===== src/rtl/miner_pkg.sv =====
// Shared miner constants and types: nonce width, nonce sequence defaults and TX FSM states.
// The nonce generator imports the same defaults, so the generator and the result tracker walk one sequence.
package miner_pkg;

  localparam int NONCE_W = 32;

  localparam logic [NONCE_W-1:0] DEFAULT_NONCE_INIT   = 32'd12;
  localparam logic [NONCE_W-1:0] DEFAULT_NONCE_STRIDE = 32'd13;

  typedef enum logic [1:0] {
    IDLE      = 2'd0,
    SEND      = 2'd1,
    WAIT_DONE = 2'd2
  } tx_state_t;

  // Nonces advance by a fixed stride and wrap modulo 2^NONCE_W.
  function automatic logic [NONCE_W-1:0] next_nonce(
    input logic [NONCE_W-1:0] cur,
    input logic [NONCE_W-1:0] stride
  );
    return cur + stride;
  endfunction

endpackage


===== src/rtl/sync_fifo.sv =====
// Single-clock FIFO with flush and a DEPTH+1 state occupancy count.
// A push into a full FIFO only succeeds when a pop frees the head slot in the same cycle.
module sync_fifo #(
  parameter int WIDTH = 32,
  parameter int DEPTH = 8
) (
  input  logic                   clk,
  input  logic                   rst,
  input  logic                   flush,
  input  logic                   push,
  input  logic                   pop,
  input  logic [WIDTH-1:0]       din,
  output logic [WIDTH-1:0]       dout,
  output logic [$clog2(DEPTH):0] count,
  output logic                   full,
  output logic                   empty
);

  localparam int AW = $clog2(DEPTH);
  localparam logic [AW:0] DEPTH_CNT = DEPTH[AW:0];

  logic [WIDTH-1:0] mem_q [DEPTH];
  logic [AW-1:0]    wr_ptr_q, wr_ptr_d;
  logic [AW-1:0]    rd_ptr_q, rd_ptr_d;
  logic [AW:0]      count_q, count_d;
  logic             do_push, do_pop;

  assign full    = (count_q == DEPTH_CNT);
  assign empty   = (count_q == '0);
  assign do_pop  = pop && !empty;
  assign do_push = push && (!full || do_pop);
  assign dout    = mem_q[rd_ptr_q];
  assign count   = count_q;

  always_comb begin
    wr_ptr_d = wr_ptr_q;
    rd_ptr_d = rd_ptr_q;
    count_d  = count_q;
    if (flush) begin
      wr_ptr_d = '0;
      rd_ptr_d = '0;
      count_d  = '0;
    end else begin
      if (do_push) wr_ptr_d = wr_ptr_q + 1'b1;
      if (do_pop)  rd_ptr_d = rd_ptr_q + 1'b1;
      case ({do_push, do_pop})
        2'b10:   count_d = count_q + 1'b1;
        2'b01:   count_d = count_q - 1'b1;
        default: count_d = count_q;
      endcase
    end
  end

  always_ff @(posedge clk) begin
    if (rst) begin
      wr_ptr_q <= '0;
      rd_ptr_q <= '0;
      count_q  <= '0;
    end else begin
      wr_ptr_q <= wr_ptr_d;
      rd_ptr_q <= rd_ptr_d;
      count_q  <= count_d;
    end
  end

  // Storage needs no reset: it is only read after a push has filled the slot.
  always_ff @(posedge clk) begin
    if (do_push && !flush) begin
      mem_q[wr_ptr_q] <= din;
    end
  end

endmodule


===== src/rtl/nonce_result_queue.sv =====
// Attaches nonces to compare results, queues winning nonces and drains them one word at a time
// to the serial transmitter over a send/busy handshake.
module nonce_result_queue
  import miner_pkg::*;
#(
  parameter logic [NONCE_W-1:0] NONCE_INIT   = DEFAULT_NONCE_INIT,
  parameter logic [NONCE_W-1:0] NONCE_STRIDE = DEFAULT_NONCE_STRIDE,
  parameter int                 DEPTH        = 8
) (
  input  logic                   clk,
  input  logic                   rst,
  input  logic                   job_start,
  input  logic                   res_valid,
  input  logic                   res_hit,
  input  logic                   busy,
  output logic                   send,
  output logic [NONCE_W-1:0]     word,
  output logic [$clog2(DEPTH):0] count,
  output logic                   overflow
);

  logic [NONCE_W-1:0] tracker_q, tracker_d;
  logic [NONCE_W-1:0] word_q, word_d;
  logic               send_q, send_d;
  logic               overflow_q, overflow_d;
  tx_state_t          state_q, state_d;

  logic               push, pop;
  logic               fifo_full, fifo_empty;
  logic [NONCE_W-1:0] fifo_dout;

  // A new job discards any result strobe arriving in the same cycle.
  assign push = res_valid && res_hit && !job_start;

  sync_fifo #(
    .WIDTH (NONCE_W),
    .DEPTH (DEPTH)
  ) u_fifo (
    .clk   (clk),
    .rst   (rst),
    .flush (job_start),
    .push  (push),
    .pop   (pop),
    .din   (tracker_q),
    .dout  (fifo_dout),
    .count (count),
    .full  (fifo_full),
    .empty (fifo_empty)
  );

  always_comb begin
    tracker_d  = tracker_q;
    overflow_d = overflow_q;
    if (job_start) begin
      tracker_d  = NONCE_INIT;
      overflow_d = 1'b0;
    end else begin
      if (res_valid) tracker_d = next_nonce(tracker_q, NONCE_STRIDE);
      if (push && fifo_full && !pop) overflow_d = 1'b1;
    end
  end

  // An in-flight word is left alone by job_start; only a fresh pop is suppressed.
  always_comb begin
    state_d = state_q;
    send_d  = send_q;
    word_d  = word_q;
    pop     = 1'b0;
    case (state_q)
      IDLE: begin
        if (!job_start && !fifo_empty && !busy) begin
          pop     = 1'b1;
          word_d  = fifo_dout;
          send_d  = 1'b1;
          state_d = SEND;
        end
      end
      SEND: begin
        if (busy) begin
          send_d  = 1'b0;
          state_d = WAIT_DONE;
        end
      end
      WAIT_DONE: begin
        if (!busy) state_d = IDLE;
      end
      default: begin
        send_d  = 1'b0;
        state_d = IDLE;
      end
    endcase
  end

  always_ff @(posedge clk) begin
    if (rst) begin
      tracker_q  <= NONCE_INIT;
      word_q     <= '0;
      send_q     <= 1'b0;
      overflow_q <= 1'b0;
      state_q    <= IDLE;
    end else begin
      tracker_q  <= tracker_d;
      word_q     <= word_d;
      send_q     <= send_d;
      overflow_q <= overflow_d;
      state_q    <= state_d;
    end
  end

  assign send     = send_q;
  assign word     = word_q;
  assign overflow = overflow_q;

endmodule


===== config.mk =====
export PLATFORM = sky130hd
export DESIGN_NAME = nonce_result_queue
export DESIGN_NICKNAME = d
export VERILOG_FILES = /design/src/rtl/miner_pkg.sv /design/src/rtl/sync_fifo.sv /design/src/rtl/nonce_result_queue.sv
export SDC_FILE = /design/constraint.sdc
export NUM_CORES = 1
export LEC_CHECK = 0
export CAP_MARGIN = 40
export CORE_MARGIN = 2
export CORE_UTILIZATION = 50
export DETAILED_ROUTE_END_ITERATION = 7
export PLACE_DENSITY_LB_ADDON = 0.2
export SLEW_MARGIN = 5
export SYNTH_ARGS = -nofsm -noshare
export SYNTH_HDL_FRONTEND = slang
export SYNTH_HIERARCHICAL = 1
export SYNTH_SLANG_ARGS = --single-unit

===== constraint.sdc =====
create_clock -name clk -period 7.7 [get_ports clk]
set_input_delay 0.77 -clock clk [delete_from_list [all_inputs] [get_ports clk]]
set_output_delay 0.77 -clock clk [all_outputs]
set_load 0.005 [all_outputs]

=== Word-level counts from Yosys, hierarchy flattened ===
Memories as Yosys holds them, arrays and structs flattened. A register that Yosys moved wholly into a read port is not among the register bits.
Cells that the tools add are included.

* Flip-flop bits (word level): 46
* Bits in writable memories: 256
* Input bits: 6
* Output and inout bits: 38
* Logic and storage cells: 56
* Memories: 1

* $add $sub $neg: 5
* Eq/ne operators: 8
* Multiplexer cells: 12
* Bitwise operators: 1
* Reduce and logical (&&, ||, !) cells: 22

{| class="wikitable"
|+ Memories
! memory !! depth !! width !! read ports !! clocked after memory_dff !! write ports !! RTL line !! RTL
|-
| u_fifo.mem_q || 8 || 32 || 1 || 1 || 1 || sync_fifo.sv:22 || <nowiki>logic [WIDTH-1:0] mem_q [DEPTH];</nowiki>
|}

{| class="wikitable"
|+ Operators by type and width
! operator !! number
|-
| $add 32x4->32 const B || 1
|-
| $logic_and 1x1->1 || 9
|-
| $pmux 4 s2 || 1
|-
| $add 3x1->3 const B || 2
|-
| $mux 1 || 6
|-
| $mux 2 || 3
|-
| $ne 2x2->1 const B || 3
|-
| $pmux 2 s3 || 1
|-
| $reduce_and 3->1 || 2
|-
| $logic_not 1->1 || 5
|-
| $add 4x1->4 const B || 1
|-
| $eq 2x1->1 const B || 2
|-
| $eq 2x2->1 const B || 2
|-
| $eq 4x4->1 const B || 1
|-
| $logic_not 4->1 || 1
|-
| $sub 4x1->4 const B || 1
|-
| $pmux 1 s3 || 1
|-
| $logic_not 2->1 || 1
|-
| $reduce_and 2->1 || 1
|-
| $reduce_bool 2->1 || 1
|-
| $reduce_or 2->1 || 1
|-
| $logic_or 1x1->1 || 1
|-
| $not 1->1 || 1
|}

=== Logic depth before layout (Yosys ltp) ===
Gate-level depths: netlist of run 1.

* Word-level depth: 12
* Mapped depth: 13
* Gate-level depth less buffers: 11

=== Modules after synthesis ===
The synthesis of run 1 kept the hierarchy.

{| class="wikitable"
|+ By module, submodules not included
! module !! times used !! cells an instance !! area an instance (µm²) !! seq. area each (µm²)
|-
| sync_fifo || 1 || 448 || 10,441.3 || 7,947.6
|-
| nonce_result_queue || 1 || 336 || 2,803.9 || 1,361.3
|}

=== Least setup slack after synthesis of run 1 ===
OpenSTA, ideal clock, no wires.

* Kind: input to register
* From: in busy
* To: mem u_fifo.mem_q[0][0] (enable)
* Setup time: 513 ps
* Data arrival time: 5,448 ps
* Data required time: 7,187 ps
* Path slack: 1,739 ps
* Stages: 7
* Buffers on the path: 2
* Cell sequence: or2_2 > or4_1 > clkbuf_1 > clkinv_1 > buf_2 > o21ai_4 > nor4b_1

* Word-level cells in the longest chain between the ends: 10

{| class="wikitable"
|+ Ends and longest elaborated chain
! item !! RTL line !! RTL
|-
| start: declaration || nonce_result_queue.sv:15 || <nowiki>input logic busy,</nowiki>
|-
| $logic_not 1->1 || n/a ||
|-
| $logic_and 1x1->1 || nonce_result_queue.sv:71 || <nowiki>if (!job_start && !fifo_empty && !busy) begin</nowiki>
|-
| $mux 1 || nonce_result_queue.sv:71 ||
|-
| $mux 1 || nonce_result_queue.sv:69 || <nowiki>case (state_q)</nowiki>
|-
| net pop || nonce_result_queue.sv:28 || <nowiki>logic push, pop;</nowiki>
|-
| $logic_and 1x1->1 || sync_fifo.sv:30 || <nowiki>assign do_pop = pop && !empty;</nowiki>
|-
| $logic_or 1x1->1 || sync_fifo.sv:31 || <nowiki>assign do_push = push && (!full || do_pop);</nowiki>
|-
| $logic_and 1x1->1 || sync_fifo.sv:31 ||
|-
| $logic_and 1x1->1 || sync_fifo.sv:68 || <nowiki>if (do_push && !flush) begin</nowiki>
|-
| $mux 1 || sync_fifo.sv:68 ||
|-
| $mux 1 (not written as such) || sync_fifo.sv:69 || <nowiki>mem_q[wr_ptr_q] <= din;</nowiki>
|-
| end: declaration || sync_fifo.sv:22 ||
|}

The timed path passes the listed nets, and every way through them passes these cells.

=== Worst setup path in the final report of run 1 ===
* From: in job_start
* To: reg u_fifo.count_q[3], in the netlist u_fifo/count[3]

* Word-level cells in the longest chain between the ends: 10
* Elaborated cells between the ends (all ways): 14
* Those cells by class: 2 x eq/ne; 3 x mux; 9 x reduce/logical

{| class="wikitable"
|+ Ends and longest elaborated chain
! item !! RTL line !! RTL
|-
| start: declaration || nonce_result_queue.sv:12 || <nowiki>input logic job_start,</nowiki>
|-
| $logic_not 1->1 || nonce_result_queue.sv:33, nonce_result_queue.sv:71 ||
|-
| $logic_and 1x1->1 (2 in a row) || nonce_result_queue.sv:71 ||
|-
| $mux 1 || nonce_result_queue.sv:71 ||
|-
| $mux 1 || nonce_result_queue.sv:69 ||
|-
| $logic_and 1x1->1 || sync_fifo.sv:30 ||
|-
| $logic_or 1x1->1 || sync_fifo.sv:31 ||
|-
| $logic_and 1x1->1 || sync_fifo.sv:31 ||
|-
| $eq 2x1->1 / $eq 2x2->1 (equally long branches) || sync_fifo.sv:46 || <nowiki>case ({do_push, do_pop})</nowiki>
|-
| $pmux 4 s2 / $reduce_bool 2->1 (equally long branches) || n/a ||
|-
| end signal: assignment || sync_fifo.sv:62 || <nowiki>count_q <= count_d;</nowiki>
|-
| end: declaration || sync_fifo.sv:25 || <nowiki>logic [AW:0] count_q, count_d;</nowiki>
|}

Several ways; a longest one is shown, not always the timed one.
A chain may end at the register's enable or synchronous reset.

==> results.sh, run 1 <==
export IMPL_vias=7105
export IMPL_yosysWarnings=6
export IMPL_critPathBufInv=2
export IMPL_rows=59
export IMPL_synth_edff_count=256
export IMPL_cts_tree="yes"
export IMPL_setup_viol=0
export IMPL_fp_dieW_um=167
export IMPL_io_pins=44
export IMPL_synthTopCellsByArea="edfxtp_1, dfxtp_1, mux4_1, mux4_2, mux2_2"
export IMPL_arrival_ps=4170
export IMPL_postSynthAreaPerCell_um2=16.9
export IMPL_post_drt_via_cell_ratio=5.93
export IMPL_cpMostUsedCell="ha_1"
export IMPL_dr_pass1_iters=5
export IMPL_syn_to_final_growth_pct=14.8
export IMPL_die_height_um=167
export IMPL_pre_cts_slack_ps=3550
export IMPL_insertion_delay_ps=510
export IMPL_grtUsageTotal=0.189
export IMPL_yosys_area_top_type="edfxtp_1"
export IMPL_hold_path_startpoint="word[13]$_SDFFE_PP0N_"
export IMPL_max_clock_path_buffers=3
export IMPL_cts_max_level=2
export IMPL_slowest_stage="clkdlybuf4s50_1"
export IMPL_place_gp_congestion=0.832
export IMPL_io_buffers=43
export IMPL_relSlewSlack=0.422
export IMPL_end_kind="register"
export IMPL_start_kind="primary input"
export IMPL_synth_async_sr_flop_share=0
export IMPL_rsz0062_at_grt="false"
export IMPL_cts_setup_buffers=0
export IMPL_worstReg2RegStart="u_fifo/count[1]$_SDFFE_PP0P_"
export IMPL_timing_rr_end="u_fifo/count[3]$_SDFFE_PP0P_"
export IMPL_p_per_area_mw_per_mm2=236
export IMPL_crit_chain="clkdlybuf4s50_1 > or4_1 > clkinv_1 > o21ai_4 > ha_1 > ha_1 > a21oi_1 > a211oi_1 > o21ai_0 > o31ai_1"
export IMPL_drt_initial_drc_count=573
export IMPL_finalCritPeriodShare=0.492
export IMPL_cts_root_buffer="clkbuf_16"
export IMPL_final_cell_area_mm2=0.0152
export IMPL_antenna_found_initial=0
export IMPL_clkSlewWorstSetupHoldPaths_ps=60
export IMPL_core_area_mm2=0.0261
export IMPL_final_cells=1198
export IMPL_drv_slew=0
export IMPL_dpl_hpwl_um=15500
export IMPL_p_leak_uw=0.00463
export IMPL_avgRoutedWirePerCell_um=21.6
export IMPL_clkSinkCount=337
export IMPL_layout_min_cycle_time_ps=3790
export IMPL_initial_core_util=0.508
export IMPL_grt_pass1_vias=7096
export IMPL_wirelength_um=25900
export IMPL_fin_nets=850
export IMPL_n_antenna_cell=0
export IMPL_r2r_slack_ps=4120
export IMPL_postCtsHoldBufs=0
export IMPL_synth_top_cell_area_share=0.580
export IMPL_final_setup_worst_slack_ps=3910
export IMPL_synth_area_mm2=0.0132
export IMPL_critPathRequiredTime_ps=8080
export IMPL_min_to="word[13]$_SDFFE_PP0N_"
export IMPL_drive_above_1_share=0.162
export IMPL_status="complete, no violations"
export IMPL_clock_skew_ps=13.1
export IMPL_tightest_slew_ps=867
export IMPL_hold_depth=2
export IMPL_dieArea_mm2=0.0278
export IMPL_fillerInstances=1939
export IMPL_setup_tns_ps=0
export IMPL_reg2reg_depth=10
export IMPL_synthesis_nets=797
export IMPL_grt_first_pass_wirelength_um=40900
export IMPL_drc=0
export IMPL_ys_ff_latch=337
export IMPL_syn_inst=784
export IMPL_ys_seq_area_frac=0.703
export IMPL_max_cap_violations=0
export IMPL_crit_type="in -> reg"
export IMPL_cp_max_fo=15
export IMPL_cts_resized=0
export IMPL_finalHoldViolations=0
export IMPL_placed_area_mm2=0.0141
export IMPL_hp_class="reg -> reg"
export IMPL_dpl_cell_count=1136
export IMPL_ir_drop_v=0.000141
export IMPL_fmax_ghz=0.264
export IMPL_grt_max_degree=43
export IMPL_drtAntennaViolNets=0
export IMPL_slowest_delay_ps=800
export IMPL_power_total_uw=3590
export IMPL_overflow=0
export IMPL_cts_buffers=34
export IMPL_synthFlopType="edfxtp_1"
export IMPL_crit_family="buffers and inverters"
export IMPL_synth_cell_types=50
==> cell type report <==
type / count / area [um2] / share of cell area
tap: 335 / 419 / 0.0276
multi-input combinational: 397 / 3730 / 0.245
timing repair buffer: 58 / 611 / 0.0402
sequential: 337 / 9320 / 0.613
clock inverter: 9 / 114 / 0.00749
inverter: 9 / 33.8 / 0.00222
clock buffer: 53 / 982 / 0.0646
==> routing by layer <==
metal,GRT usage,share of wire,wire length (um)
met1,0.271,0.45,11500
met2,0.309,0.49,12800
met3,0.0297,0.043,1110
met4,0.0461,0.017,435
met5,0,0,0
==> cell families after synthesis <==
group,share of synthesized area
AO/OA/AOI/OAI,0.0405
XOR/XNOR,0.0132
adder cells (fa/ha/maj),0.00718
buffers and inverters,0.0194
flip-flops,0.703
multiplexers,0.149
AND/OR/NAND/NOR,0.0680
==> sequential cells by signal (all words and copies together) (netlist names), named ones only <==
name / cells
tracker_q: 32
u_fifo/mem_q: 256
u_fifo/count: 4
u_fifo/rd_ptr_q: 3
word: 32
overflow: 1
state_q: 2
u_fifo/wr_ptr_q: 3
send: 1
==> layout by cell type, fill, tap and decap left out, types with 24 or more instances in the layout <==
cell,n
mux2_2,32
nor2_1,35
nand2_1,82
a21oi_1,48
clkdlybuf4s50_1,42
mux4_1,40
clkbuf_16,34
mux4_2,24
edfxtp_1,256
dfxtp_1,79
==> worst max path at each step <==
stage,start,endpoint,depth (start not counted)
3_5_place_dp,job_start,u_fifo/count[3]$_SDFFE_PP0P_,10
3_3_place_gp,job_start,u_fifo/mem_q[5][27]$_DFFE_PP_,5
5_1_grt,job_start,u_fifo/count[3]$_SDFFE_PP0P_,10
4_1_cts,job_start,u_fifo/count[3]$_SDFFE_PP0P_,10
6_report,job_start,u_fifo/count[3]$_SDFFE_PP0P_,10
2_1_floorplan,busy,u_fifo/mem_q[0][0]$_DFFE_PP_,7
==> per-stage QoR <==
step / hold slack, ps / util
after floorplan: 453 / -
after global placement: 442 / 0.538
after detailed placement: 448 / 0.541
after CTS: 456 / 0.584
after global routing: 474 / 0.584
final: 452 / 0.584
==> cell usage after synthesis (all sizes together), types with 2 or more instances <==
| cell type | count |
|---|---|
| a211oi | 4 |
| a21oi | 48 |
| a31oi | 3 |
| a41o | 2 |
| and3 | 2 |
| and4 | 2 |
| buf | 23 |
| clkbuf | 18 |
| dfxtp | 81 |
| edfxtp | 256 |
| ha | 6 |
| inv | 8 |
| mux2 | 32 |
| mux2i | 2 |
| mux4 | 64 |
| nand2 | 82 |
| nand3 | 11 |
| nand3b | 2 |
| nand4 | 7 |
| nor2 | 38 |
| nor3 | 7 |
| nor4 | 5 |
| o211ai | 2 |
| o21ai | 7 |
| o311ai | 4 |
| o31ai | 10 |
| o41ai | 4 |
| or2 | 4 |
| or3 | 8 |
| or4 | 12 |
| xnor2 | 11 |
| xor2 | 9 |
==> power by group <==
group          internal, uW  total [uW]  switching, uW
combinational          17.0        41.1           24.1
clock                   951        1600            651
sequential             1940        1940           6.13
total                  2910        3590            681
==> worst reg2reg max path, cell delays in order, from the launching register on <==
cell and delay (ps):
dfxtp_1 380, nor4_1 490, or4_1 210, clkinv_1 520
o21ai_4 520, ha_1 330, ha_1 310, a21oi_1 210
a211oi_1 120, o21ai_0 260, o31ai_1 120
No activity file was read; power rests on OpenSTA's default activity.
==> inputs of run 2 (changes only) <==
==> constraint.sdc (replaced) <==
create_clock -name clk -period 3.4 [get_ports clk]
set_input_delay 0.34 -clock clk [delete_from_list [all_inputs] [get_ports clk]]
set_output_delay 0.34 -clock clk [all_outputs]
set_load 0.005 [all_outputs]
==> run 2 against run 1 <==
Compared with the run above: power is 140% higher; global-route usage is 0.15 points higher; first-iteration DRC count shrank 22%; sequential share of layout area down 1.0 points; register-to-register slack got worse by 3600 ps; via count increased by 0.51%; clock skew shrank 2.1 ps; routed wire length is 1.5% higher; utilization grew 0.98 points; die area is the same; highest routed layer unchanged.
==> results.sh, run 2 (synthesized netlist as in run 1, its figures left out) <==
export IMPL_status="complete, no violations"
export IMPL_swShare=0.184
export IMPL_p_int_uw=6990
export IMPL_critPathRequiredTime_ps=3770
export IMPL_io_buffers=43
export IMPL_io_pins=44
export IMPL_postCtsHoldBufs=0
export IMPL_vias=7141
export IMPL_post_drt_via_cell_ratio=5.90
export IMPL_finalCritPeriodShare=0.842
export IMPL_crit_chain="nor4_1 > or4_1 > clkinv_1 > o21ai_4 > ha_1 > ha_1 > a21oi_1 > a211oi_1 > o21ai_0 > o31ai_1"
export IMPL_n_antenna_cell=0
export IMPL_p_leak_uw=0.00476
export IMPL_final_setup_worst_slack_ps=539
export IMPL_clockPowerShare=0.474
export IMPL_fp_dieW_um=167
export IMPL_cts_setup_buffers=0
export IMPL_start_kind="register"
export IMPL_drt_initial_drc_count=447
export IMPL_cts_tree="yes"
export IMPL_slowest_delay_ps=370
export IMPL_layout_min_cycle_time_ps=2860
export IMPL_dieArea_mm2=0.0278
export IMPL_arrival_ps=3240
export IMPL_grtUsageTotal=0.191
export IMPL_end_kind="register"
export IMPL_switchingPower_uw=1570
export IMPL_clkSinkCount=337
export IMPL_cts_buffers=35
export IMPL_insertion_delay_ps=500
export IMPL_max_flop_register="u_fifo/mem_q"
export IMPL_mostFrequentLayoutCells="edfxtp_1, nand2_1, dfxtp_1"
export IMPL_combPwrFrac=0.012
export IMPL_initial_core_util=0.508
export IMPL_cts_resized=0
export IMPL_fmax_ghz=0.349
export IMPL_final_common_cell="edfxtp_1"
export IMPL_cp_max_fo=8
export IMPL_grt_max_degree=42
export IMPL_largest_register_ff_count=256
export IMPL_hp_class="in -> reg"
export IMPL_ir_drop_v=0.000463
export IMPL_seqPwrFrac=0.514
export IMPL_relSlewSlack=0.496
export IMPL_die_height_um=167
export IMPL_cts_root_buffer="clkbuf_16"
export IMPL_grt_pass1_vias=7322
export IMPL_wl_met3_um=1260
export IMPL_wirelength_um=26300
export IMPL_dr_pass1_iters=7
export IMPL_rsz0062_at_grt="false"
export IMPL_drc=0
export IMPL_avgRoutedWirePerCell_um=21.7
export IMPL_syn_to_final_growth_pct=16.7
export IMPL_tightest_slew_ps=756
export IMPL_finalHoldViolations=0
export IMPL_clock_skew_ps=11.0
export IMPL_dpl_hpwl_um=15700
export IMPL_p_per_area_mw_per_mm2=554
export IMPL_route_met2_wl_um=12900
export IMPL_cts_max_level=2
export IMPL_crit_type="reg -> reg"
export IMPL_antenna_found_initial=0
export IMPL_clkSlewWorstSetupHoldPaths_ps=60
export IMPL_critPathBufInv=1
export IMPL_slowest_stage="dfxtp_1"
export IMPL_drv_slew=0
export IMPL_rows=59
export IMPL_core_area_mm2=0.0261
export IMPL_max_cap_violations=0
export IMPL_drtAntennaViolNets=0
export IMPL_pre_cts_slack_ps=232
export IMPL_setup_viol=0
export IMPL_wl_met1_um=11600
export IMPL_crit_family="compound AO/OA/AOI/OAI gates"
export IMPL_setup_tns_ps=0
export IMPL_drive_above_1_share=0.180
export IMPL_top_layer_used="met4"
export IMPL_grt_first_pass_wirelength_um=41200
export IMPL_fin_nets=863
export IMPL_overflow=0
export IMPL_place_gp_congestion=0.823
export IMPL_cpMostUsedCell="ha_1"
export IMPL_max_clock_path_buffers=3
run 2: cell types whose count changed in the layout (fill, tap and decap cells not counted), sizes merged:
cell / change
clkinvlp: +2
clkinv: +6
buf: +12
clkbuf: -10
bufinv: +5
inv: -2
run 2: worst paths after layout:
path	cells past startpoint	to	startpoint	slack, ps
worst max-delay path	10	u_fifo/count[3]$_SDFFE_PP0P_	u_fifo/count[1]$_SDFFE_PP0P_	540
worst min-delay path	3	word[14]$_SDFFE_PP0N_	rst	440
worst max register to register	10	u_fifo/count[3]$_SDFFE_PP0P_	u_fifo/count[1]$_SDFFE_PP0P_	540
worst min register to register	2	word[9]$_SDFFE_PP0N_	word[9]$_SDFFE_PP0N_	450
run 2: layout make-up:
class / count / area [um2]
clock buffer: 43 / 968
tap: 335 / 419
sequential: 337 / 9310
fill: 1915 / 10600
inverter: 9 / 33.8
clock inverter: 20 / 275
timing repair buffer: 70 / 703
multi-input combinational: 397 / 3750
run 2: power by group through the flow:
stage                     sequential, uW  combinational (uW)  clock (uW)
after floorplan                     4490                59.1           0
after global placement              4490                97.5           0
after detailed placement            4490                99.3           0
after CTS                           4400                 100        4140
after global routing                4400                 109        4310
final                               4400                99.5        4060
run 2: per-stage QoR:
stage / util / hold slack [ps] / std cells / instance area [um2] / power, uW
floorplan: - / 453 / 784 / 13300 / 4550
global placement: 0.546 / 440 / 1148 / 14200 / 4590
detailed placement: 0.546 / 448 / 1148 / 14200 / 4590
CTS: 0.593 / 433 / 1211 / 15500 / 8650
global route: 0.593 / 455 / 1211 / 15500 / 8820
finish: 0.593 / 438 / 1211 / 15500 / 8560
run 2: worst min-delay path, cell delays in order:
cell and delay (ps):
buf_2 110, buf_4 280, a21oi_1 160
run 2: routing by layer:
| metal | GRT usage | up-vias |
|---|---|---|
| met5 | 0 | - |
| li1 | - | 3244 |
| met3 | 0.0335 | 39 |
| met1 | 0.262 | 3679 |
| met4 | 0.0495 | 0 |
| met2 | 0.319 | 179 |
==> inputs of run 3 (changes only) <==
==> constraint.sdc (replaced) <==
create_clock -name clk -period 2.65 [get_ports clk]
set_input_delay 0.265 -clock clk [delete_from_list [all_inputs] [get_ports clk]]
set_output_delay 0.265 -clock clk [all_outputs]
set_load 0.005 [all_outputs]
==> run 3 against run 2 <==
Compared with the run above: utilization up 0.90 points; die area unchanged; sequential power increased by 28%; global-route usage rose by 0.51 points; design area is 1.5% higher; power is 22% higher; sequential share of layout area shrank 0.87 points; non-clock buffer count is 27 higher; clock power is 14% higher.
==> results.sh, run 3 (synthesized netlist as in run 1, its figures left out) <==
export IMPL_cts_tree="yes"
export IMPL_max_clock_path_buffers=3
export IMPL_dieArea_mm2=0.0278
export IMPL_drt_initial_drc_count=522
export IMPL_fp_dieW_um=167
export IMPL_final_cells=1240
export IMPL_syn_to_final_growth_pct=18.5
export IMPL_die_height_um=167
export IMPL_drv_slew=0
export IMPL_grt_pass1_vias=7658
export IMPL_core_area_mm2=0.0261
export IMPL_wirelength_um=26600
export IMPL_overflow=0
export IMPL_clockPowerShare=0.444
export IMPL_max_cap_violations=0
export IMPL_post_drt_via_cell_ratio=5.82
export IMPL_dpl_hpwl_um=16300
export IMPL_arrival_ps=2900
export IMPL_cp_max_fo=4
export IMPL_clkSlewWorstSetupHoldPaths_ps=60
export IMPL_dr_pass1_iters=4
export IMPL_vias=7219
export IMPL_clkSinkCount=337
export IMPL_power_total_uw=10400
export IMPL_crit_type="reg -> reg"
export IMPL_grtUsageTotal=0.196
export IMPL_clock_skew_ps=15.2
export IMPL_fmax_ghz=0.398
export IMPL_end_kind="register"
export IMPL_max_flop_register="u_fifo/mem_q"
export IMPL_critPathRequiredTime_ps=3030
export IMPL_switchingPower_uw=2010
export IMPL_layout_min_cycle_time_ps=2510
export IMPL_dpl_cell_count=1175
export IMPL_drive_above_1_share=0.202
export IMPL_avgRoutedWirePerCell_um=21.5
export IMPL_final_common_cell="edfxtp_1"
export IMPL_p_leak_uw=0.00488
export IMPL_grt_first_pass_wirelength_um=42100
export IMPL_cts_setup_buffers=0
export IMPL_cts_root_buffer="clkbuf_16"
export IMPL_fillerInstances=1908
export IMPL_final_setup_worst_slack_ps=138
export IMPL_combPwrFrac=0.014
export IMPL_place_gp_congestion=0.832
export IMPL_ir_drop_v=0.000457
export IMPL_setup_viol=0
export IMPL_drtAntennaViolNets=0
export IMPL_io_buffers=43
export IMPL_initial_core_util=0.508
export IMPL_cts_buffers=36
export IMPL_largest_register_ff_count=256
export IMPL_hp_class="in -> reg"
export IMPL_utilization=0.602
export IMPL_finalCritPeriodShare=0.948
export IMPL_status="complete, no violations"
export IMPL_p_per_area_mw_per_mm2=663
export IMPL_grt_max_degree=65
export IMPL_n_antenna_cell=0
export IMPL_finalHoldViolations=0
export IMPL_io_pins=44
export IMPL_seqPwrFrac=0.543
export IMPL_drc=0
export IMPL_tightest_slew_ps=713
export IMPL_rsz0062_at_grt="false"
export IMPL_start_kind="register"
export IMPL_swShare=0.193
export IMPL_p_int_uw=8400
export IMPL_setup_tns_ps=0
export IMPL_cts_max_level=2
export IMPL_ff_latch_area_mm2=0.00932
export IMPL_fin_nets=891
export IMPL_multi_input_area_mm2=0.00377
export IMPL_mostFrequentLayoutCells="edfxtp_1, nand2_1, dfxtp_1"
export IMPL_antenna_found_initial=0
export IMPL_pre_cts_slack_ps=-367
export IMPL_insertion_delay_ps=510
export IMPL_relSlewSlack=0.522
export IMPL_rows=59
==> run 3: routing by layer <==
metal	vias to the layer above	part of all wire	track usage
met5	-	0	0
met2	168	0.51	0.336
met4	0	0.033	0.0772
li1	3297	-	-
met1	3695	0.42	0.250
met3	59	0.037	0.0340
==> run 3: area by class of cell <==
| class | count | share of cell area |
|---|---|---|
| inverters | 9 | 0.00295 |
| clock buffers | 49 | 0.0625 |
| repair buffers | 97 | 0.0665 |
| clock inverters | 16 | 0.00717 |
| multi-input cells | 397 | 0.241 |
| flip-flops and latches | 337 | 0.594 |
| well taps | 335 | 0.0267 |
==> run 3: final timing paths <==
| check | from | cells after the start | slack [ps] | to |
|---|---|---|---|---|
| worst max-delay path | u_fifo/count[1]$_SDFFE_PP0P_ | 11 | 140 | u_fifo/count[3]$_SDFFE_PP0P_ |
| worst min-delay path | rst | 3 | 290 | word[3]$_SDFFE_PP0N_ |
| worst max register to register | u_fifo/count[1]$_SDFFE_PP0P_ | 11 | 140 | u_fifo/count[3]$_SDFFE_PP0P_ |
| worst min register to register | word[20]$_SDFFE_PP0N_ | 2 | 450 | word[20]$_SDFFE_PP0N_ |
==> run 3: worst max-delay path: stages (launching register included) <==
cell and delay, ps:
dfxtp_2 320, nor4_1 450, or4_4 260, clkinv_8 60
o41a_1 120, ha_2 200, buf_4 140, ha_1 270
nand3_1 90, and4b_1 220, o21ai_0 160, o31ai_1 100
==> run 3: power groups by stage <==
stage	clock (uW)	combinational [uW]	sequential (uW)
after floorplan	0	79.2	5760
after global placement	0	139	5760
after detailed placement	0	143	5760
after CTS	4720	144	5650
after global routing	4930	155	5650
final	4620	143	5650
==> run 3: what timing repair did <==
item / CTS / global route
resized for setup: 1 / 0
endpoints found under the setup margin: 1 / 0
hold buffers: 0 / 0
==> run 3: per-stage QoR <==
step           area, um2  hold WS, ps
4_1_cts            15700          266
5_1_grt            15700          282
2_1_floorplan      13400          411
3_5_place_dp       14600          447
6_report           15700          286
3_3_place_gp       14600          441
